## src/rtl/tohost_monitor_pkg.sv

```systemverilog
// Shared definitions for the tohost/console monitor: mailbox addresses and FSM states.
package rv32i_pkg;

    localparam logic [31:0] TOHOST_ADDR_DEF  = 32'h8000_1000;
    localparam logic [31:0] CONSOLE_ADDR_DEF = 32'h8000_1004;

    typedef enum logic [1:0] {
        MON_RUN   = 2'd0,
        MON_DRAIN = 2'd1,
        MON_HALT  = 2'd2
    } monitor_state_t;

endpackage

```

## src/rtl/tohost_monitor_if.sv

```systemverilog
// Data-memory write snoop port plus console byte stream of the tohost monitor.
interface tohost_monitor_if;

    logic        mem_we;
    logic [31:0] mem_addr;
    logic [31:0] mem_wdata;
    logic [3:0]  mem_be;
    logic        con_valid;
    logic [7:0]  con_data;
    logic        con_ready;

    modport master (
        output mem_we, mem_addr, mem_wdata, mem_be, con_ready,
        input  con_valid, con_data
    );

    modport slave (
        input  mem_we, mem_addr, mem_wdata, mem_be, con_ready,
        output con_valid, con_data
    );

endinterface

```

## src/rtl/tohost_monitor_fifo.sv

```systemverilog
// mon_fifo: 8-bit synchronous console FIFO; DEPTH must be a power of two >= 2.
module mon_fifo #(
    parameter int DEPTH = 16,
    localparam int AW   = $clog2(DEPTH)
) (
    input  logic       clk,
    input  logic       rst,
    input  logic       push_i,
    input  logic [7:0] push_data_i,
    input  logic       pop_i,
    output logic       full_o,
    output logic       empty_o,
    output logic [7:0] head_o
);

    logic [7:0]    mem_q [DEPTH];
    logic [AW-1:0] wr_ptr_q, wr_ptr_d;
    logic [AW-1:0] rd_ptr_q, rd_ptr_d;
    logic [AW:0]   count_q, count_d;
    logic          push_ok_s, pop_ok_s;

    assign full_o    = (count_q == (AW+1)'(DEPTH));
    assign empty_o   = (count_q == (AW+1)'(0));
    assign head_o    = mem_q[rd_ptr_q];
    // A full FIFO still accepts a push when the head leaves on the same edge.
    assign pop_ok_s  = pop_i && !empty_o;
    assign push_ok_s = push_i && (!full_o || pop_ok_s);

    // Pointer and occupancy next-state.
    always_comb begin
        wr_ptr_d = push_ok_s ? wr_ptr_q + AW'(1) : wr_ptr_q;
        rd_ptr_d = pop_ok_s  ? rd_ptr_q + AW'(1) : rd_ptr_q;
        case ({push_ok_s, pop_ok_s})
            2'b10:   count_d = count_q + (AW+1)'(1);
            2'b01:   count_d = count_q - (AW+1)'(1);
            default: count_d = count_q;
        endcase
    end

    // Pointer and occupancy registers.
    always_ff @(posedge clk or posedge rst) begin
        if (rst) begin
            wr_ptr_q <= AW'(0);
            rd_ptr_q <= AW'(0);
            count_q  <= (AW+1)'(0);
        end else begin
            wr_ptr_q <= wr_ptr_d;
            rd_ptr_q <= rd_ptr_d;
            count_q  <= count_d;
        end
    end

    // Storage array; contents are meaningless outside the occupied window.
    always_ff @(posedge clk) begin
        if (push_ok_s) begin
            mem_q[wr_ptr_q] <= push_data_i;
        end
    end

endmodule

```

## src/rtl/tohost_monitor.sv

```systemverilog
// Test-status monitor decoding tohost/console writes; watchdog under TOHOST_MONITOR_TIMEOUT_EN.
module tohost_monitor
    import rv32i_pkg::*;
#(
    parameter logic [31:0] TOHOST_ADDR    = TOHOST_ADDR_DEF,
    parameter logic [31:0] CONSOLE_ADDR   = CONSOLE_ADDR_DEF,
    parameter int          FIFO_DEPTH     = 16,
    parameter int unsigned TIMEOUT_CYCLES = 100000
) (
    input  logic               clk,
    input  logic               rst,
    tohost_monitor_if.slave    bus,
    output logic [15:0]        pass_cnt,
    output logic [15:0]        fail_cnt,
    output logic [30:0]        last_fail_id,
    output logic               done,
    output logic               timeout,
    output logic               overflow
);

    monitor_state_t state_q, state_d;
    logic [15:0] pass_cnt_q, pass_cnt_d;
    logic [15:0] fail_cnt_q, fail_cnt_d;
    logic [30:0] last_fail_id_q, last_fail_id_d;
    logic        done_q, done_d;
    logic        overflow_q, overflow_d;

    logic is_tohost_s, is_console_s, running_s;
    logic end_wr_s, pass_wr_s, fail_wr_s;
    logic push_s, pop_s, drop_s, timeout_hit_s;
    logic fifo_full_s, fifo_empty_s;
    logic unused_s;

    assign is_tohost_s  = bus.mem_we && (bus.mem_addr == TOHOST_ADDR);
    assign is_console_s = bus.mem_we && (bus.mem_addr == CONSOLE_ADDR);
    assign running_s    = (state_q == MON_RUN);
    assign end_wr_s     = is_tohost_s && running_s && (bus.mem_wdata == 32'd0);
    assign pass_wr_s    = is_tohost_s && running_s && (bus.mem_wdata == 32'd1);
    assign fail_wr_s    = is_tohost_s && running_s && bus.mem_wdata[0] && (bus.mem_wdata != 32'd1);
    assign push_s       = is_console_s && running_s && bus.mem_be[0];
    assign pop_s        = !fifo_empty_s && bus.con_ready;
    assign drop_s       = push_s && fifo_full_s && !pop_s;

    mon_fifo #(
        .DEPTH(FIFO_DEPTH)
    ) u_fifo (
        .clk         (clk),
        .rst         (rst),
        .push_i      (push_s),
        .push_data_i (bus.mem_wdata[7:0]),
        .pop_i       (pop_s),
        .full_o      (fifo_full_s),
        .empty_o     (fifo_empty_s),
        .head_o      (bus.con_data)
    );

    assign bus.con_valid = !fifo_empty_s;

`ifdef TOHOST_MONITOR_TIMEOUT_EN
    localparam logic [31:0] IDLE_LIMIT = 32'(TIMEOUT_CYCLES - 1);

    logic [31:0] idle_q, idle_d;
    logic        timeout_q, timeout_d;
    logic        qual_wr_s;

    // A qualifying write on the limit cycle clears the counter instead of firing.
    assign qual_wr_s     = is_tohost_s || is_console_s;
    assign timeout_hit_s = running_s && !qual_wr_s && (idle_q == IDLE_LIMIT);
    assign timeout       = timeout_q;
    assign unused_s      = ^bus.mem_be[3:1];

    // Idle counter next-state; frozen once the run has ended.
    always_comb begin
        if (!running_s) begin
            idle_d = idle_q;
        end else if (qual_wr_s) begin
            idle_d = 32'd0;
        end else begin
            idle_d = idle_q + 32'd1;
        end
        timeout_d = timeout_q || timeout_hit_s;
    end

    // Watchdog registers.
    always_ff @(posedge clk or posedge rst) begin
        if (rst) begin
            idle_q    <= 32'd0;
            timeout_q <= 1'b0;
        end else begin
            idle_q    <= idle_d;
            timeout_q <= timeout_d;
        end
    end
`else
    assign timeout_hit_s = 1'b0;
    assign timeout       = 1'b0;
    assign unused_s      = ^{bus.mem_be[3:1], 32'(TIMEOUT_CYCLES)};
`endif

    // State register.
    always_ff @(posedge clk or posedge rst) begin
        if (rst) begin
            state_q <= MON_RUN;
        end else begin
            state_q <= state_d;
        end
    end

    // Next-state logic: HALT is left only through reset.
    always_comb begin
        case (state_q)
            MON_RUN:   state_d = (end_wr_s || timeout_hit_s) ? MON_DRAIN : MON_RUN;
            MON_DRAIN: state_d = fifo_empty_s ? MON_HALT : MON_DRAIN;
            MON_HALT:  state_d = MON_HALT;
            default:   state_d = MON_HALT;
        endcase
    end

    // Output next-values: saturating counters and sticky flags.
    always_comb begin
        if (pass_wr_s && (pass_cnt_q != 16'hFFFF)) begin
            pass_cnt_d = pass_cnt_q + 16'd1;
        end else begin
            pass_cnt_d = pass_cnt_q;
        end
        if (fail_wr_s && (fail_cnt_q != 16'hFFFF)) begin
            fail_cnt_d = fail_cnt_q + 16'd1;
        end else begin
            fail_cnt_d = fail_cnt_q;
        end
        if (fail_wr_s) begin
            last_fail_id_d = bus.mem_wdata[31:1];
        end else begin
            last_fail_id_d = last_fail_id_q;
        end
        done_d     = done_q || ((state_q == MON_DRAIN) && fifo_empty_s);
        overflow_d = overflow_q || drop_s;
    end

    // Output registers.
    always_ff @(posedge clk or posedge rst) begin
        if (rst) begin
            pass_cnt_q     <= 16'd0;
            fail_cnt_q     <= 16'd0;
            last_fail_id_q <= 31'd0;
            done_q         <= 1'b0;
            overflow_q     <= 1'b0;
        end else begin
            pass_cnt_q     <= pass_cnt_d;
            fail_cnt_q     <= fail_cnt_d;
            last_fail_id_q <= last_fail_id_d;
            done_q         <= done_d;
            overflow_q     <= overflow_d;
        end
    end

    assign pass_cnt     = pass_cnt_q;
    assign fail_cnt     = fail_cnt_q;
    assign last_fail_id = last_fail_id_q;
    assign done         = done_q;
    assign overflow     = overflow_q;

endmodule
```

## src/flat_wrapper.sv

```systemverilog
// flat-port wrapper written by rule: the top's interface ports become plain ports
module tohost_monitor_flat import rv32i_pkg::*;
#(
    parameter logic [31:0] TOHOST_ADDR    = TOHOST_ADDR_DEF,
    parameter logic [31:0] CONSOLE_ADDR   = CONSOLE_ADDR_DEF,
    parameter int          FIFO_DEPTH     = 16,
    parameter int unsigned TIMEOUT_CYCLES = 100000
)
  (clk, rst, pass_cnt, fail_cnt, last_fail_id, done, timeout, overflow, bus_mem_we, bus_mem_addr, bus_mem_wdata, bus_mem_be, bus_con_ready, bus_con_valid, bus_con_data);
  tohost_monitor_if bus_i ();
  input  logic clk;
  input  logic rst;
  output logic [15:0] pass_cnt;
  output logic [15:0] fail_cnt;
  output logic [30:0] last_fail_id;
  output logic done;
  output logic timeout;
  output logic overflow;
  input wire logic [$bits(bus_i.mem_we)-1:0] bus_mem_we;
  input wire logic [$bits(bus_i.mem_addr)-1:0] bus_mem_addr;
  input wire logic [$bits(bus_i.mem_wdata)-1:0] bus_mem_wdata;
  input wire logic [$bits(bus_i.mem_be)-1:0] bus_mem_be;
  input wire logic [$bits(bus_i.con_ready)-1:0] bus_con_ready;
  output wire logic [$bits(bus_i.con_valid)-1:0] bus_con_valid;
  output wire logic [$bits(bus_i.con_data)-1:0] bus_con_data;
  assign bus_i.mem_we = bus_mem_we;
  assign bus_i.mem_addr = bus_mem_addr;
  assign bus_i.mem_wdata = bus_mem_wdata;
  assign bus_i.mem_be = bus_mem_be;
  assign bus_i.con_ready = bus_con_ready;
  assign bus_con_valid = bus_i.con_valid;
  assign bus_con_data = bus_i.con_data;
  tohost_monitor #(.TOHOST_ADDR(TOHOST_ADDR), .CONSOLE_ADDR(CONSOLE_ADDR), .FIFO_DEPTH(FIFO_DEPTH), .TIMEOUT_CYCLES(TIMEOUT_CYCLES)) u_core (.clk(clk), .rst(rst), .bus(bus_i), .pass_cnt(pass_cnt), .fail_cnt(fail_cnt), .last_fail_id(last_fail_id), .done(done), .timeout(timeout), .overflow(overflow));
endmodule
```

## config.mk

```make
export PLATFORM = sky130hd
export DESIGN_NAME = tohost_monitor_flat
export DESIGN_NICKNAME = d
export VERILOG_FILES = /design/src/rtl/tohost_monitor_pkg.sv /design/src/rtl/tohost_monitor_if.sv /design/src/rtl/tohost_monitor_fifo.sv /design/src/rtl/tohost_monitor.sv /design/src/flat_wrapper.sv
export SDC_FILE = /design/constraint.sdc
export NUM_CORES = 1
export LEC_CHECK = 0
export CAP_MARGIN = 20
export CORE_ASPECT_RATIO = 1.2
export CORE_MARGIN = 8
export CORE_UTILIZATION = 48
export CTS_CLUSTER_SIZE = 28
export DETAILED_ROUTE_END_ITERATION = 8
export PLACE_DENSITY = 0.76
export SLEW_MARGIN = 20
export SYNTH_ARGS = -nofsm -noshare
export SYNTH_HDL_FRONTEND = slang
export SYNTH_SLANG_ARGS = --single-unit
```

## constraint.sdc

```tcl
create_clock -name clk -period 2.7 [get_ports clk]
set_input_delay 0.405 -clock clk [delete_from_list [all_inputs] [get_ports clk]]
set_output_delay 0.405 -clock clk [all_outputs]
set_load 0.05 [all_outputs]
```

=== After elaboration in Yosys (flattened, before gate mapping) ===
Memory sizes are Yosys's and may differ from the RTL's.
Index checks and enable logic that the tools add are counted.

* Register bits after elaboration: 80
* Memory bits (writable): 128
* Input port bits: 72
* Output and inout port bits: 75
* Logic and storage cells: 59
* Memories kept: 1

{| class="wikitable"
|+ Memory list
! name !! depth !! width !! rd ports !! clocked after memory_dff !! wr ports !! line !! RTL
|-
| u_core.u_fifo.mem_q || 16 || 8 || 1 || 0 || 1 || tohost_monitor_fifo.sv:16 || <nowiki>logic [7:0] mem_q [DEPTH];</nowiki>
|}

* Add/subtract/negate cells: 6
* Equal/unequal tests: 10
* Muxes and demuxes: 6
* Reductions and logical operators: 27

{| class="wikitable"
|+ Operators by type and width
! operator !! count
|-
| 32-bit == test (second input constant) || 2
|-
| 16-bit by 1-bit adder with 16-bit output (second input constant) || 2
|-
| 32-bit by 1-bit == test with 1-bit output (second input constant) || 1
|-
| 32-bit zero test || 1
|-
| 16-bit != test (second input constant) || 2
|-
| 32-bit by 1-bit != test with 1-bit output (second input constant) || 1
|-
| 1-bit logical AND || 17
|-
| 5-bit one-hot mux with 2 select lines || 1
|-
| 4-bit by 1-bit adder with 4-bit output (second input constant) || 2
|-
| 5-bit by 1-bit adder with 5-bit output (second input constant) || 1
|-
| 5-bit == test (second input constant) || 1
|-
| 5-bit zero test || 1
|-
| 5-bit by 1-bit subtractor with 5-bit output (second input constant) || 1
|-
| 2-bit by 1-bit == test with 1-bit output (second input constant) || 2
|-
| 2-bit one-hot mux with 2 select lines || 1
|-
| 1-bit zero test || 3
|-
| 1-bit logical OR || 3
|-
| 1-bit 2-to-1 mux || 3
|-
| 2-bit == test (second input constant) || 1
|-
| 2-bit zero test || 1
|-
| 2-bit 2-to-1 mux || 1
|-
| 2-bit nonzero test || 1
|}

=== Depth between registers and ports, before layout ===
Gate-level depths: netlist (run 1).

* Depth after elaboration: 8
* Gate-level depth with buffers: 11
* Mapped depth without buffers: 11

=== Modules after synthesis ===
Synthesis (run 1) repeated with hierarchy kept, for this count alone.

* Cell total of the unflattened synthesis: 599
* Area, all modules: 9044.9 µm²

{| class="wikitable"
|+ By module, submodules not included
! module !! times used !! cells an instance !! area an instance (µm²) !! sequential area each (µm²)
|-
| mon_fifo || 1 || 328 || 5818.1 || 4169.0
|-
| tohost_monitor || 1 || 271 || 3226.8 || 1676.6
|}

=== Least setup slack after synthesis (run 1) ===
Ideal clock, no wire load.

* Path kind: reg2reg
* From: register u_core.u_fifo.count_q[1]
* To: register u_core.u_fifo.count_q[4]
* Library setup time: 80 ps
* Arrival time: 2830 ps
* Data required time: 2620 ps
* Slack: -210 ps
* Cell stages (with the launch flop): 12
* Path buffers: 0
* Clock period less this slack: 2910 ps
* Cells stage by stage: dfrtp_1 -> or4_1 -> nor2_1 -> inv_1 -> and2_1 -> nand2b_1 -> inv_1 -> fa_1 -> a21o_1 -> a21oi_1 -> mux2i_1 -> xnor2_1

* Longest elaborated chain between the ends: 8
* Elaborated cells on any way between the ends: 14
* Classes of those cells: 2 x add/sub; 3 x eq/ne; 1 x mux; 8 x reduce/logical

{| class="wikitable"
|+ RTL lines
! element !! line !! RTL
|-
| start, declared || tohost_monitor_fifo.sv:19 || <nowiki>logic [AW:0] count_q, count_d;</nowiki>
|-
| start signal, assigned || tohost_monitor_fifo.sv:45 || <nowiki>count_q <= (AW+1)'(0);</nowiki>
|-
| start signal, assigned || tohost_monitor_fifo.sv:49 || <nowiki>count_q <= count_d;</nowiki>
|-
| 5-bit zero test (*) || tohost_monitor_fifo.sv:23 || <nowiki>assign empty_o = (count_q == (AW+1)'(0));</nowiki>
|-
| 1-bit zero test (*) || -- ||
|-
| net bus_con_valid || flat_wrapper.sv:24 || <nowiki>output wire logic [$bits(bus_i.con_valid)-1:0] bus_con_valid;</nowiki>
|-
| 1-bit logical AND || tohost_monitor.sv:41 || <nowiki>assign pop_s = !fifo_empty_s && bus.con_ready;</nowiki>
|-
| 1-bit logical AND (*) || tohost_monitor_fifo.sv:26 || <nowiki>assign pop_ok_s = pop_i && !empty_o;</nowiki>
|-
| 1-bit logical OR || tohost_monitor_fifo.sv:27 || <nowiki>assign push_ok_s = push_i && (!full_o || pop_ok_s);</nowiki>
|-
| 1-bit logical AND || tohost_monitor_fifo.sv:27 ||
|-
| 2-bit by 1-bit == test with 1-bit output / 2-bit == test (equally long branches) || tohost_monitor_fifo.sv:33 || <nowiki>case ({push_ok_s, pop_ok_s})</nowiki>
|-
| 5-bit one-hot mux with 2 select lines / 2-bit nonzero test (equally long branches) || -- ||
|}

The timed path passes the listed nets; every way through them passes the cells marked *.
A chain may end at the register's enable or synchronous reset.

=== Final worst setup path (run 1) ===
* From: register u_core.u_fifo.rd_ptr_q[0]
* To: output bus_con_data[6]

* Longest elaborated chain between the ends: 1

{| class="wikitable"
|+ RTL lines
! element !! line !! RTL
|-
| start, declared || tohost_monitor_fifo.sv:18 || <nowiki>logic [AW-1:0] rd_ptr_q, rd_ptr_d;</nowiki>
|-
| start signal, assigned || tohost_monitor_fifo.sv:48 || <nowiki>rd_ptr_q <= rd_ptr_d;</nowiki>
|-
| memory 16 x 8 bit || -- ||
|-
| end, declared || flat_wrapper.sv:25 || <nowiki>output wire logic [$bits(bus_i.con_data)-1:0] bus_con_data;</nowiki>
|}

No other way between the ends.

==> results of run 1 <==
==> registers in the layout (all words and copies together) (netlist names), 2 cells and up <==
signal	cells
u_core.u_fifo.rd_ptr_q	4
u_core.u_fifo.mem_q	128
u_core.u_fifo.wr_ptr_q	4
u_core.last_fail_id	31
u_core.pass_cnt	16
u_core.fail_cnt	16
u_core.state_q	2
u_core.u_fifo.count_q	5
==> power by group <==
group,switching [mW],internal (mW),total [mW]
logic,1.29,1.43,2.72
clock network,1.13,1.52,2.65
registers,0.139,3.46,3.60
==> worst paths after layout <==
kind                                             to  slack, ns  cells after the start
max reg2reg                u_core.u_fifo.count_q[4]       0.12                     11
max in group asynchronous    u_core.last_fail_id[8]       1.83                      3
min reg2reg                         u_core.overflow       0.47                      1
max                                 bus_con_data[6]      -0.15                      5
min                              u_core.fail_cnt[1]       0.26                      2
min in group clk                    u_core.overflow       0.47                      1
==> cells in the mapped netlist, types with 2 or more instances <==
| cell type | n |
|---|---|
| buf_1 | 2 |
| and2_1 | 10 |
| inv_1 | 17 |
| edfxtp_1 | 128 |
| nor2_1 | 19 |
| nor4_4 | 5 |
| a21oi_1 | 2 |
| nor3_1 | 13 |
| a21o_1 | 3 |
| nand4_1 | 13 |
| nor4_2 | 4 |
| nand4_2 | 2 |
| mux2_2 | 5 |
| dfrtp_1 | 80 |
| xor2_1 | 10 |
| nor4_1 | 11 |
| buf_2 | 7 |
| nand3_1 | 14 |
| clkbuf_1 | 6 |
| and3_1 | 2 |
| xnor2_1 | 29 |
| nand2b_1 | 3 |
| mux2_1 | 32 |
| nand2_1 | 28 |
| mux4_2 | 40 |
| ha_1 | 10 |
| or3_1 | 2 |
==> area by class of cell <==
| cell class | count | area share |
|---|---|---|
| repair buffers | 209 | 0.182 |
| clock buffers | 27 | 0.0465 |
| inverters | 17 | 0.00573 |
| clock inverters | 9 | 0.00584 |
| well taps | 224 | 0.0238 |
| flip-flops and latches | 208 | 0.496 |
| multi-input cells | 279 | 0.241 |
==> kinds of logic (layout without fill, tap and decap cells) <==
| kind of cell | Yosys count | in the layout |
|---|---|---|
| xor+xnor | 39 | 39 |
| simple gates | 141 | 141 |
| other cells | 1 | 1 |
| flops | 208 | 208 |
| mux | 78 | 78 |
| buf+inv | 34 | 262 |
| fa+ha+maj | 11 | 11 |
| compound gates | 9 | 9 |
==> layer usage <==
metal	track usage	vias up
li1	-	2422
met1	0.216	2726
met2	0.359	212
met3	0.0515	45
met4	0.0568	0
met5	0	-
==> critical path, delay by kind of cell, from the launching register on <==
kind	cells	cell delay, ns
buffers and inverters	3	0.45
flip-flops	1	0.42
multiplexers	2	1.07
==> repair_timing <==
action | 4_1_cts | 5_1_grt
pin swaps | 1 | 6
cloned | 3 | 0
resized for setup | 18 | 4
buffers inserted | 4 | 4
endpoints found under the setup margin | 9 | 10
hold buffers | 0 | 0
==> per-stage QoR <==
step	setup slack (ns)	power (mW)	utilization	hold WS, ns
final	-0.151	8.97	0.651	0.262
after global routing	-0.196	9.33	0.651	0.327
after CTS	-0.144	9.02	0.649	0.267
after detailed placement	-0.513	5.98	0.606	0.453
after global placement	-0.361	5.91	0.606	0.448
after floorplan	0.0261	5.22	-	0.490
==> results.json, run 1 <==
{
  "drc": 0,
  "drv_cap": 0,
  "period_share": 1.06,
  "dp.cells": 926,
  "worst_ep_arrival_time_ns": 2.45,
  "wire_per_inst_um": 22.2,
  "layout.area.seq_um2": 5850,
  "synth_cell_types": 51,
  "layoutNonFillerInstCount": 973,
  "timing.setup.tns_ns": -0.902,
  "synth_top_area_frac": 0.437,
  "p_per_area_nw_per_um2": 760,
  "area_growth_pct": 33.9,
  "finClkSkew_ns": 0.00662,
  "routed_wl_um": 21600,
  "cts_tree": "done",
  "crit_path_start": "u_core.u_fifo.rd_ptr_q[0]",
  "n_antenna_cell": 0,
  "wl_met2_um": 11400,
  "yosysSeqAreaShare": 0.664,
  "cts_max_level": 1,
  "grt_first_pass_wirelength_um": 34100,
  "synth.cell_area_um2": 8800,
  "reg2reg_from": "u_core.u_fifo.count_q[0]",
  "grt_pass1_vias": 6118,
  "post_synth_mux_area_share": 0.151,
  "synth-simple-area-share": 0.106,
  "synth_compound_area_frac": 0.00696,
  "gp_congestion": 0.873,
  "slew_headroom": 0.533,
  "crit_required_ns": 2.30,
  "crit_chain": "buf_6 -> buf_12 -> mux4_2 -> mux4_2 -> buf_6",
  "rows": 54,
  "core_area_um2": 18100,
  "final_hold_viol_count": 0,
  "routed.top_layer": "met4",
  "yosysWarnings": 0,
  "io_buffers": 142,
  "io_pins": 147,
  "antenna_found_initial": 0,
  "critical_path_class": "reg2out",
  "crit_slowest_cell": "mux4_2",
  "drive_above_1_share": 0.232,
  "grt_max_degree": 37,
  "cts.clk_slew.worst_paths_ns": 0.06,
  "grt_usage": 0.194,
  "insertion_delay_ns": 0.49,
  "status": "finished, violations left",
  "synth_xor_area_frac": 0.0388,
  "drv_slew": 0,
  "synth_enable_flop_cells": 128,
  "dieArea_um2": 23000,
  "multi_input_area_um2": 2840,
  "hp-class": "in2async",
  "start_kind": "register",
  "synth_area_leaders": "edfxtp_1, dfrtp_1, mux4_2",
  "vias": 5405,
  "die_w_um": 140,
  "cts_sinks": 208,
  "crit_fanout": 6,
  "final_cell_mix": "clkdlybuf4s50_1, edfxtp_1, dfrtp_1",
  "postRouteAntennaNets": 0,
  "leakagePower_nw": 4.57,
  "synth_nets": 604,
  "dpl.hpwl_um": 15500,
  "synth_top_cell_by_area": "edfxtp_1",
  "fin_crit_ns": 2.85,
  "wl_met3_um": 1580,
  "first_pass_iters": 4,
  "fmax_mhz": 351,
  "async_flop_share": 0.385,
  "violations": "setup timing",
  "n_fill_cell": 1291,
  "vias_per_cell": 5.55,
  "met1_length_um": 8070,
  "fin_area_um2": 11800,
  "fp.dieH_um": 164,
  "slowest_delay_ns": 0.54,
  "drtIter0Drc": 259,
  "synth-seq-cells": 208,
  "synth_top_family_by_area": "multiplexers",
  "clockRootBuffer": "clkbuf_16",
  "nets": 819,
  "cts_buffer_depth": 3,
  "start_util": 0.486,
  "placed_area_um2": 11000,
  "cts_buffers": 21,
  "dominantRegCellSynth": "edfxtp_1",
  "layout_commonest_cell": "clkdlybuf4s50_1",
  "synth_cells": 521,
  "worstMarginPinSlew_ns": 0.700,
  "grt-ovfl-total": 0,
  "rsz0062_at_grt": "true",
  "setup_viol": 8,
  "setup_slack_ns": -0.151,
  "crit_path_end_kind": "primary output",
  "vdd_drop_max_mv": 0.758,
  "avgSynthCellArea_um2": 16.9,
  "synth_fa_ha_area_frac": 0.0165
}
Power figures use the tool's default switching activity.
==> run 2: changes to the inputs <==
--- a/config.mk
+++ b/config.mk
@@ -9,7 +9,7 @@
 export CORE_ASPECT_RATIO = 1.2
 export CORE_MARGIN = 8
 export CORE_UTILIZATION = 48
-export CTS_CLUSTER_SIZE = 28
+export CTS_CLUSTER_SIZE = 16
 export DETAILED_ROUTE_END_ITERATION = 8
 export PLACE_DENSITY = 0.76
 export SLEW_MARGIN = 20
==> results of run 2 <==
Final layout, timing and power as in run 1 (identical DEF).
